$ cat config.mk
export PLATFORM = sky130hd
export DESIGN_NAME = sat_counter
export DESIGN_NICKNAME = d
export VERILOG_FILES = /design/src/rtl/sat_counter.sv
export SDC_FILE = /design/constraint.sdc
export NUM_CORES = 1
export LEC_CHECK = 0
export BUFFER_PORTS_ARGS = -buffer_cell sky130_fd_sc_hd__buf_2
export CAP_MARGIN = 10
export CORE_AREA = 2 2 39 41
export CTS_CLUSTER_DIAMETER = 120
export CTS_CLUSTER_SIZE = 30
export DETAILED_ROUTE_END_ITERATION = 7
export DIE_AREA = 0 0 41 43
export PLACE_DENSITY_LB_ADDON = 0.25
export SETUP_SLACK_MARGIN = 0.4
export SYNTH_ARGS = -nofsm -noshare
export SYNTH_HDL_FRONTEND = slang
export SYNTH_SLANG_ARGS = --single-unit
export TNS_END_PERCENT = 1
$ cat constraint.sdc
create_clock -name clk -period 3.35 [get_ports clk]
set_input_delay 0.5025 -clock clk [delete_from_list [all_inputs] [get_ports clk]]
set_output_delay 0.5025 -clock clk [all_outputs]
set_load 0.01 [all_outputs]
$ cat src/rtl/sat_counter.sv
// 8-bit up-counter with synchronous clear that sticks at its maximum value.
module sat_counter (
  input  logic       clk,
  input  logic       reset,
  input  logic       clear,
  input  logic       inc,
  output logic [7:0] count
);

  localparam logic [7:0] MAX = 8'hFF;

  // Clear wins over increment so a new run always starts from zero.
  always_ff @(posedge clk) begin
    if (reset || clear) begin
      count <= 8'd0;
    end else if (inc && (count != MAX)) begin
      count <= count + 8'd1;
    end
  end

endmodule

==> out/metrics.csv <==
metric;value;unit
run_status;finished clean;
holdPathStages;2;
finalCritPeriodShare;42.8;%
p_per_area;351;mW/mm²
cts_sinks;8;
place.gp.congestion;0.748;
rows;14;
power_leakage;0.000228;µW
numCtsBuffers;3;
io_pins;12;
start_util;30.5;%
clock_latency;0.25;ns
final_common_cell;buf_2;
grt.met1_usage;17.7;%
diodes;0;
rsz0062_at_grt;no;
root_buffer;clkbuf_4;
slew_headroom;65.8;%
vias;393;
grtUsageMet2;14.1;%
dpl.cell_count;74;
die_width;41;µm
yosys_register_bits;8;
via_per_inst;5.10;
dieArea;0.00176;mm²
drt_iter0_drc;4;
worstMarginPinSlew;0.512;ns
ff_latch_area;160;µm²
ys_warn_count;0;
max_freq;0.697;GHz
fin_skew;0.00112;ns
grt_pass1_vias;323;
top_regs;count (8);
grt_use_met3;3.14;%
end_kind;flop;
grt.overflow.total;0;
cap_violations;0;
grt_busiest_layer;met1;
path_max_fanout;5;
finalSetupTns;0;ns
ant_nets;0;
start_kind;flop;
top_register;count;
multiInputGateArea;253;µm²
core_region_area;0.00138;mm²
post_layout_nonfiller_instances;77;
grt_pass1_wl;1.41;mm
utilization;37.2;%
die_y;43;µm
setup_viol;0;
drv_slew;0;
critPathKind;flop to flop;
fillers;150;
track_usage;12.1;%
hold_buffers;0;
cts_buffer_depth;2;
nNetsFinal;68;
max-vdd-ir-drop;186;µV
post_cts_buffers;0;
syn_inst;48;
wl_per_cell;11.3;µm
largest_register_ffs;8;
min_path_type;input pin to flop;
finalWorstSetupSlack;1.91;ns
worstRegToRegCells;4;
antenna_found_initial;0;
htree_levels;1;
path_clk_slew;0.05;ns
synth_cell_type_count;23;
drt_pass1_iterations;2;
syn_to_final_growth;22.0;%
grt_max_degree;9;
final_cell_mix;buf_2, dfxtp_1, nand2_1;
syn_nets;53;
final_hold_viol_count;0;
port_buffers;11;
place_ws;1.90;ns
post-route-min-period;1.44;ns
critPathArrivalTime;1.58;ns
syn_area_per_cell;8.78;µm²
wirelength;870;µm
drive_above_1_share;29.5;%
synth_area;422;µm²
synth-seq-area-share;38.0;%
tritoncts;built;
dp_hpwl;643;µm
whs;0.463;ns
post_cts_resized;0;
worstPathRequired;3.50;ns
drc;0;
## stage by stage
step                cell area (µm²)  power [µW]
floorplan                       422         104
global placement                492         109
detailed placement              492         109
CTS                             514         184
global route                    514         190
finish                          514         181
## synthesized netlist by cell type
cell type | count | area share (%)
a21boi_2 | 1 | 2.7
nand2_1 | 7 | 6.2
a21oi_1 | 5 | 5.9
inv_1 | 1 | 0.89
nor2_1 | 1 | 0.89
or3_1 | 2 | 3.0
and4_2 | 1 | 2.4
o21ai_0 | 1 | 1.2
and4_1 | 1 | 2.1
dfxtp_1 | 8 | 38
or3_2 | 1 | 1.8
a21boi_0 | 1 | 1.8
and3_1 | 2 | 3.0
and2_2 | 1 | 1.8
and3b_1 | 2 | 4.2
nor4_1 | 1 | 1.5
mux2i_1 | 4 | 9.5
o2111ai_1 | 1 | 2.1
nand3_1 | 2 | 2.4
buf_2 | 1 | 1.2
ha_1 | 1 | 3.0
nand4_1 | 2 | 3.0
or4_1 | 1 | 1.8
## worst max-delay path, stage by stage (launching register included)
cell and delay, ns:
dfxtp_1 0.38, ha_1 0.25, nand3_1 0.13, or4_1 0.40, and3_1 0.18
## layer usage
metal,vias up,wire (µm)
met3,2,54
li1,207,-
met5,-,0
met4,0,9
met1,174,452
met2,10,353
## final cells by class
cell class                 instances  area share, %
tap                               16           3.89
sequential                         8           31.1
inverter                           1          0.730
multi-input combinational         38           49.1
clock buffer                       3           4.38
timing repair buffer              11           10.7
## where the power goes
part	internal (µW)	switching [µW]
Sequential	96.0	0.859
Combinational	4.62	5.70
Clock	41.0	32.5
## cell families (layout without fill, tap and decap cells)
family                     count (synthesis)  in the layout  share of synthesized area [%]
DFF                                        8              8                           38.0
muxes                                      4              4                           9.50
buffers and inverters                      2             15                           2.08
adders and majority gates                  1              1                           2.97
and+or+nand+nor                           24             24                           33.8
AOI/OAI and AO/OA                          9              9                           13.6
## worst paths after layout
path | start | endpoint | slack [ns]
setup / recovery | count[0]$_SDFFE_PP0P_ | count[6]$_SDFFE_PP0P_ | 1.91
hold / removal | reset | count[2]$_SDFFE_PP0P_ | 0.46
setup reg to reg | count[0]$_SDFFE_PP0P_ | count[6]$_SDFFE_PP0P_ | 1.91
hold reg to reg | count[1]$_SDFFE_PP0P_ | count[1]$_SDFFE_PP0P_ | 0.49
Note: power is estimated with default switching activity, not from simulation.
